===== src/rtl/param_sync_fifo.sv =====
// Parametrised single-clock FIFO with occupancy thresholds and sticky error flags.
// Supports a registered read mode or a first-word-fall-through read mode.
module param_sync_fifo #(
    parameter int DATA_W = 8,
    parameter int ADDR_W = 3,
    parameter int AF_LVL = 6,
    parameter int AE_LVL = 2,
    parameter int FWFT   = 0
) (
    input  logic              slow_clk,
    input  logic              rst,
    input  logic              wr_en,
    input  logic [DATA_W-1:0] data_in,
    input  logic              rd_en,
    output logic [DATA_W-1:0] data_out,
    output logic              rd_valid,
    output logic              full,
    output logic              empty,
    output logic              almost_full,
    output logic              almost_empty,
    output logic              overflow,
    output logic              underflow,
    input  logic              err_clr,
    output logic [ADDR_W:0]   count
);

    localparam int              DEPTH     = 2 ** ADDR_W;
    localparam logic [ADDR_W:0] LP_DEPTH  = (ADDR_W + 1)'(DEPTH);
    localparam logic [ADDR_W:0] LP_AF     = (ADDR_W + 1)'(AF_LVL);
    localparam logic [ADDR_W:0] LP_AE     = (ADDR_W + 1)'(AE_LVL);
    localparam logic [ADDR_W:0] LP_ONE    = (ADDR_W + 1)'(1);
    localparam logic [ADDR_W-1:0] LP_PINC = ADDR_W'(1);

    if (DEPTH < 2) begin : g_bad_depth
        $error("param_sync_fifo: DEPTH must be at least 2");
    end
    if (AE_LVL >= AF_LVL) begin : g_bad_levels
        $error("param_sync_fifo: AE_LVL must be below AF_LVL");
    end
    if (AF_LVL < 1 || AF_LVL > DEPTH || AE_LVL < 0 || AE_LVL > DEPTH - 1) begin : g_bad_range
        $error("param_sync_fifo: AF_LVL/AE_LVL out of range");
    end

    logic [DATA_W-1:0] r_mem [DEPTH];
    logic [ADDR_W-1:0] r_wr_ptr;
    logic [ADDR_W-1:0] r_rd_ptr;
    logic [ADDR_W:0]   r_count;
    logic              r_overflow;
    logic              r_underflow;
    logic              w_wr_acc;
    logic              w_rd_acc;

    assign full         = (r_count == LP_DEPTH);
    assign empty        = (r_count == '0);
    assign almost_full  = (r_count >= LP_AF);
    assign almost_empty = (r_count <= LP_AE);
    assign count        = r_count;
    assign overflow     = r_overflow;
    assign underflow    = r_underflow;

    assign w_wr_acc = wr_en & ~full;
    assign w_rd_acc = rd_en & ~empty;

    // NOTE: storage has no reset; a reset only empties the FIFO via the pointers and count.
    always_ff @(posedge slow_clk) begin
        if (w_wr_acc) begin
            r_mem[r_wr_ptr] <= data_in;
        end
    end

    // NOTE: all sequential state uses non-blocking assignments so every reader sees pre-edge values.
    always_ff @(posedge slow_clk or posedge rst) begin
        if (rst) begin
            r_wr_ptr    <= '0;
            r_rd_ptr    <= '0;
            r_count     <= '0;
            r_overflow  <= 1'b0;
            r_underflow <= 1'b0;
        end else begin
            if (w_wr_acc) begin
                r_wr_ptr <= r_wr_ptr + LP_PINC;
            end
            if (w_rd_acc) begin
                r_rd_ptr <= r_rd_ptr + LP_PINC;
            end
            case ({w_wr_acc, w_rd_acc})
                2'b10:   r_count <= r_count + LP_ONE;
                2'b01:   r_count <= r_count - LP_ONE;
                default: r_count <= r_count;
            endcase
            // A new error event takes priority over a coincident clear.
            if (wr_en && full) begin
                r_overflow <= 1'b1;
            end else if (err_clr) begin
                r_overflow <= 1'b0;
            end
            if (rd_en && empty) begin
                r_underflow <= 1'b1;
            end else if (err_clr) begin
                r_underflow <= 1'b0;
            end
        end
    end

    if (FWFT != 0) begin : g_fwft
        assign data_out = r_mem[r_rd_ptr];
        assign rd_valid = ~empty;
    end else begin : g_std
        logic [DATA_W-1:0] r_data_out;
        logic              r_rd_valid;

        always_ff @(posedge slow_clk or posedge rst) begin
            if (rst) begin
                r_data_out <= '0;
                r_rd_valid <= 1'b0;
            end else begin
                r_rd_valid <= w_rd_acc;
                if (w_rd_acc) begin
                    r_data_out <= r_mem[r_rd_ptr];
                end
            end
        end

        assign data_out = r_data_out;
        assign rd_valid = r_rd_valid;
    end

endmodule


===== config.mk =====
export PLATFORM = sky130hd
export DESIGN_NAME = param_sync_fifo
export DESIGN_NICKNAME = d
export VERILOG_FILES = /design/src/rtl/param_sync_fifo.sv
export SDC_FILE = /design/constraint.sdc
export NUM_CORES = 1
export LEC_CHECK = 0
export CAP_MARGIN = 20
export CELL_PAD_IN_SITES_DETAIL_PLACEMENT = 1
export CELL_PAD_IN_SITES_GLOBAL_PLACEMENT = 2
export CORE_ASPECT_RATIO = 0.75
export CORE_MARGIN = 4
export CORE_UTILIZATION = 37
export DETAILED_ROUTE_END_ITERATION = 6
export PLACE_DENSITY_LB_ADDON = 0.1
export SKIP_LAST_GASP = 1
export SYNTH_ARGS = -nofsm -noshare
export SYNTH_HDL_FRONTEND = slang
export SYNTH_SLANG_ARGS = --single-unit

===== constraint.sdc =====
create_clock -name slow_clk -period 2.25 [get_ports slow_clk]
set_input_delay 0.225 -clock slow_clk [delete_from_list [all_inputs] [get_ports slow_clk]]
set_output_delay 0.225 -clock slow_clk [all_outputs]
set_load 0.05 [all_outputs]

==> results of run 1 <==
worst max-delay path, cell delays in order (launching register included):
cell and delay, ns:
dfrtp_2 0.49, nor4_4 0.31, nand2b_4 0.19, inv_4 0.05, ha_4 0.17, xor2_1 0.14
ha_2 0.17, a21oi_2 0.12, xor2_1 0.15, nor2_1 0.07, xor2_1 0.14
metrics by stage:
| stage | total power, uW | utilization | std cells | setup slack, ns | setup TNS, ns |
|---|---|---|---|---|---|
| global placement | 4830 | 0.444 | 389 | 0.161 | 0 |
| CTS | 6200 | 0.473 | 405 | 0.0989 | 0 |
| finish | 6110 | 0.473 | 406 | 0.121 | 0 |
| detailed placement | 4870 | 0.444 | 389 | 0.122 | 0 |
| global route | 6460 | 0.473 | 406 | 0.0109 | 0 |
| floorplan | 4100 | - | 224 | -0.607 | -1.88 |
per-layer routing:
metal  up-vias  global-route usage  routed length, microns
met3         5              0.0623                     236
met2        26               0.237                    3570
li1        933                   -                       -
met1      1004               0.195                    3580
met5         -                   0                       0
met4         0              0.0368                      74
final cells by class:
cell class              count  share of cell area
repair buffers             48               0.103
multi-input cells         124               0.226
flip-flops and latches     85               0.568
well taps                 128              0.0371
clock inverters             2             0.00232
inverters                   5             0.00493
clock buffers              14              0.0588
registers in the layout, summed over array words and instances (netlist names):
register	count
count	4
data_out	8
overflow	1
r_mem	64
r_rd_ptr	3
r_wr_ptr	3
rd_valid	1
underflow	1
power breakdown:
group,internal (uW),leakage [uW],switching (uW),total [uW]
clock network,775,0.000131,551,1330
logic,1000,0.000623,1490,2490
registers,2060,0.000830,240,2300
total,3840,0.00158,2280,6110
cells by family after synthesis:
group | share of synthesized area
XOR/XNOR | 0.0201
AO/OA/AOI/OAI | 0.0616
flip-flops | 0.700
multiplexers | 0.101
AND/OR/NAND/NOR | 0.0677
adder cells (fa/ha/maj) | 0.0179
buffers and inverters | 0.0319
final timing paths:
kind                                          from                 endpoint  slack, ns  depth (start not counted)
setup / recovery              count[2]$_DFFE_PP0P_     count[2]$_DFFE_PP0P_       0.12                         10
hold / removal                                 rst     overflow$_DFFE_PP0P_       0.38                          2
setup reg to reg              count[2]$_DFFE_PP0P_     count[2]$_DFFE_PP0P_       0.12                         10
hold reg to reg            data_out[6]$_DFFE_PP0P_  data_out[6]$_DFFE_PP0P_       0.48                          2
max in group asynchronous                      rst     count[0]$_DFFE_PP0P_       1.28                          2
min in group slow_clk      data_out[6]$_DFFE_PP0P_  data_out[6]$_DFFE_PP0P_       0.48                          2
synthesized netlist by cell type (all sizes together):
library cell | instances | area share
xor2 | 3 | 0.0075
mux2i | 16 | 0.046
clkbuf | 2 | 0.0025
buf | 8 | 0.024
nand2 | 24 | 0.026
xnor2 | 5 | 0.013
dfrtp | 21 | 0.15
mux2 | 17 | 0.055
inv | 5 | 0.0054
nor2 | 9 | 0.0097
nor2b | 2 | 0.0036
a211oi | 1 | 0.0021
or3b | 1 | 0.0025
a21oi | 1 | 0.0014
nor3b | 1 | 0.0021
nand2b | 6 | 0.011
nor4b | 1 | 0.0043
edfxtp | 64 | 0.55
nor4 | 1 | 0.0061
o21ai | 12 | 0.018
a221o | 8 | 0.023
ha | 5 | 0.018
o22ai | 8 | 0.014
a32oi | 1 | 0.0025
nor3 | 2 | 0.0029
timing repair:
action	4_1_cts	5_1_grt
gates resized for setup	1	0
pin swaps	0	1
setup endpoints to repair	1	1
cloned	0	0
setup buffers	0	1
==> results.py, run 1 <==
metrics = {
    "status": {
        "status": "finished clean",
    },
    "power": {
        "leakagePower_uw": 0.00158,
        "p_per_area_nw_per_um2": 1420,
        "ir_drop_v": 0.000508,
    },
    "critical_path": {
        "required_ns": 2.46,
        "end_kind": "flop",
        "cp.arrival_ns": 2.34,
        "startpoint_type": "flop",
        "criticalPathCategory": "reg2reg",
        "critPathMaxFanout": 8,
    },
    "global_routing": {
        "grt_max_degree": 35,
        "antenna_found_initial": 0,
        "grt_pass1_wl_microns": 12100,
        "gr-total-overflow": 0,
        "grt_pass1_vias": 2077,
        "grt.total_usage": 0.151,
    },
    "synthesis": {
        "synth_seq_area_share": 0.700,
        "synth_area_sq_um": 3490,
        "synth_cell_types": 33,
        "syn_area_per_cell_sq_um": 15.6,
        "syn-instance-count": 224,
        "syn_nets": 242,
        "ys_seq_elements": 85,
        "ys_warn_count": 0,
    },
    "layout": {
        "final_area_sq_um": 4320,
        "layout_commonest_cell": "edfxtp_1",
        "area_delta_synth_final_pct": 23.6,
        "drive_gt1_frac": 0.223,
        "multiInputGateArea_sq_um": 976,
        "fin_nets": 291,
        "mostFrequentLayoutCells": "edfxtp_1 (64), clkdlybuf4s50_1 (28), nand2_1 (24)",
        "diodes": 0,
        "fillers": 938,
        "seqCellArea_sq_um": 2450,
    },
    "floorplan": {
        "rows": 30,
        "die_x_microns": 120,
        "ios": 32,
        "start_util": 0.383,
        "die_area_sq_um": 11100,
        "die_h_microns": 92.2,
        "core-area_sq_um": 9120,
    },
    "routing": {
        "wl_per_cell_microns": 18.4,
        "firstDrtPassIters": 4,
        "drtAntennaViolNets": 0,
        "drc": 0,
        "first_iter_violations": 144,
        "wl_microns": 7460,
        "vias": 1968,
        "vias_per_cell": 4.85,
    },
    "clock_network": {
        "insertion_delay_ns": 0.33,
        "cts_max_path_buffers": 2,
        "cts_made_buffers": 9,
        "root_buffer": "clkbuf_16",
        "postCtsHoldBufs": 0,
        "htreeDepth": 3,
        "cts_tree": "built",
        "cts.sinks": 85,
        "clk_pin_slew_ns": 0.06,
    },
    "sta": {
        "setup_viol": 0,
        "max-slew-margin-rel": 0.419,
        "holdWs_ns": 0.377,
        "max_clock_freq_mhz": 470,
        "final_hold_viol_count": 0,
        "rsz0062_at_grt": "false",
        "slew_viol_final": 0,
        "fin_crit_ns": 2.13,
        "tightest_slew_ns": 0.871,
        "finalCritPeriodShare": 0.946,
        "fin_skew_ns": 0.00559,
    },
    "place": {
        "gp_congestion": 0.717,
        "hpwl_microns": 4970,
        "io_buffers": 31,
        "placed_cell_area_sq_um": 4050,
    },
    "min_path": {
        "min_path_type": "in2async",
    },
    "run": {
        "drv_cap": 0,
    },
}
Power figures use the tool's default switching activity.
==> run 2, diff against run 1 <==
- CAP_MARGIN: 20 -> 5
- PLACE_DENSITY: not set -> 0.72
- PLACE_DENSITY_LB_ADDON: 0.1 -> not set
==> run 2 against run 1 <==
Compared with the run above: cell count is the same; non-clock buffer count is the same; clock power grew 24%; sequential share of layout area shrank 1.0 points; total power grew 5.0%; critical path depth shrank 8; register-to-register slack gained 0.05 ns; first-iteration DRC count grew 9.7%; largest cell class unchanged.
==> results.py, run 2 (same netlist as run 1, synthesis figures left out) <==
metrics = {
    "status": {
        "status": "finished clean",
    },
    "power": {
        "p_per_area_nw_per_um2": 1460,
        "p_sw_frac": 0.354,
        "comb_power_share": 0.385,
        "seqPwrFrac": 0.357,
        "ir_drop_v": 0.000734,
        "pwr-share-clk": 0.257,
        "switching_power_uw": 2270,
        "power.internal_uw": 4140,
        "leakagePower_uw": 0.00161,
    },
    "critical_path": {
        "reg2reg_to": "count[2]$_DFFE_PP0P_",
        "required_ns": 2.03,
        "criticalPathCategory": "reg2out",
        "crit_start": "count[0]$_DFFE_PP0P_",
        "critPathMaxFanout": 3,
        "end_kind": "output port",
        "rrSetupSlack_ns": 0.17,
        "worst-r2r-cell-count": 10,
        "startpoint_type": "flop",
        "r2r_start": "count[3]$_DFFE_PP0P_",
        "cp.arrival_ns": 1.95,
    },
    "clock_network": {
        "cts_made_buffers": 9,
        "cts_max_path_buffers": 2,
        "clk_pin_slew_ns": 0.06,
        "cts_tree": "built",
        "cts.sinks": 85,
        "root_buffer": "clkbuf_16",
        "insertion_delay_ns": 0.33,
        "postCtsHoldBufs": 0,
        "htreeDepth": 3,
    },
    "layout": {
        "diodes": 0,
        "area_delta_synth_final_pct": 25.8,
        "final_cells": 406,
        "fillers": 914,
        "largest_reg_flops": 64,
        "layout_commonest_cell": "edfxtp_1",
        "largest_register": "r_mem",
        "fin_nets": 291,
        "mostFrequentLayoutCells": "edfxtp_1 (64), clkdlybuf4s50_1 (29), nand2_1 (24)",
        "drive_gt1_frac": 0.234,
    },
    "place": {
        "pre_cts_ws_ns": 0.106,
        "gp_congestion": 0.683,
        "hpwl_microns": 4610,
        "dp.cells": 389,
        "io_buffers": 31,
    },
    "routing": {
        "met1_length_microns": 3360,
        "drtAntennaViolNets": 0,
        "maxUsedRoutingLayer": "met4",
        "routed-wl-met2_microns": 3190,
        "first_iter_violations": 158,
        "wl_microns": 6930,
        "wl_per_cell_microns": 17.1,
        "firstDrtPassIters": 4,
        "vias": 1953,
        "vias_per_cell": 4.81,
        "wl_met3_microns": 239,
        "drc": 0,
    },
    "sta": {
        "holdWs_ns": 0.220,
        "tightest_slew_ns": 0.513,
        "fin_crit_ns": 2.18,
        "finalCritPeriodShare": 0.967,
        "setup-tns-final_ns": 0,
        "setup_viol": 0,
        "max_clock_freq_mhz": 460,
        "final_hold_viol_count": 0,
        "fin_skew_ns": 0.00595,
        "worst_slack_ns": 0.0740,
        "slew_viol_final": 0,
        "max-slew-margin-rel": 0.657,
    },
    "floorplan": {
        "core-area_sq_um": 9120,
        "start_util": 0.383,
        "ios": 32,
        "rows": 30,
        "die_x_microns": 120,
        "die_h_microns": 92.2,
        "die_area_sq_um": 11100,
    },
    "global_routing": {
        "antenna_found_initial": 0,
        "grt_pass1_wl_microns": 11600,
        "grt_max_degree": 35,
        "gr-total-overflow": 0,
        "grt.total_usage": 0.138,
        "grt_pass1_vias": 2095,
    },
    "min_path": {
        "min_path_type": "in2async",
    },
    "run": {
        "drv_cap": 0,
    },
}
## run 2: cell count changes in the layout (fill, tap and decap cells not counted), sizes merged
cell | before | now
buf | 19 | 18
bufinv | 0 | 3
clkbuf | 14 | 10
clkdlybuf4s50 | 28 | 29
clkinvlp | 0 | 1
## run 2: worst max path at each step
stage          cells after the start              endpoint  slack (ns)
6_report                           2                  full        0.07
2_1_floorplan                     12  count[2]$_DFFE_PP0P_       -0.61
5_1_grt                           10  count[2]$_DFFE_PP0P_      -0.001
3_5_place_dp                      10  count[2]$_DFFE_PP0P_        0.11
3_3_place_gp                      10  count[2]$_DFFE_PP0P_        0.15
4_1_cts                            2                  full        0.05
## run 2: power by group through the flow
| stage | Clock (uW) | Combinational [uW] | Sequential (uW) |
|---|---|---|---|
| after floorplan | 0 | 1400 | 2700 |
| after global placement | 0 | 2490 | 2320 |
| after detailed placement | 0 | 2500 | 2330 |
| after CTS | 1680 | 2520 | 2300 |
| after global routing | 1730 | 2680 | 2350 |
| final | 1650 | 2470 | 2290 |
## run 2: per-stage QoR
stage               area, sq um   util  total power [uW]
floorplan                  3550      -              4100
global placement           4050  0.444              4810
detailed placement         4050  0.444              4830
CTS                        4390  0.481              6500
global route               4400  0.482              6760
finish                     4400  0.482              6420
## run 2: metal layers
metal,vias up,global-route usage
met3,13,0.0321
met5,-,0
li1,932,-
met4,0,0.0566
met2,40,0.211
met1,968,0.191
## run 2: what timing repair did
action                                  CTS  global route
endpoints found under the setup margin    1             2
resized for setup                         1             1
setup buffers                             0             1
gates cloned                              0             0
pin swaps                                 0             1
endpoints found under the hold margin     0             0
## run 2: final cells by class
type                            instances  area, sq um  share of cell area
Clock buffer                           10          229              0.0521
Clock inverter                          6          111              0.0253
Inverter                                5         21.3             0.00484
Multi-Input combinational cell        124          976               0.222
Sequential cell                        85         2450               0.558
Tap cell                              128          160              0.0364
Timing Repair Buffer                   48          447               0.102
## run 2: critical path, cell delays in order (launching register included)
cell and delay, ns:
dfrtp_2 0.44, nor4b_4 0.33, clkdlybuf4s50_1 0.85
==> run 3, diff against run 2 <==
- ABC_CLOCK_PERIOD_IN_PS: not set -> 2250
==> results of run 3 <==
No change in the layout: final DEF, timing and power equal those of run 2.
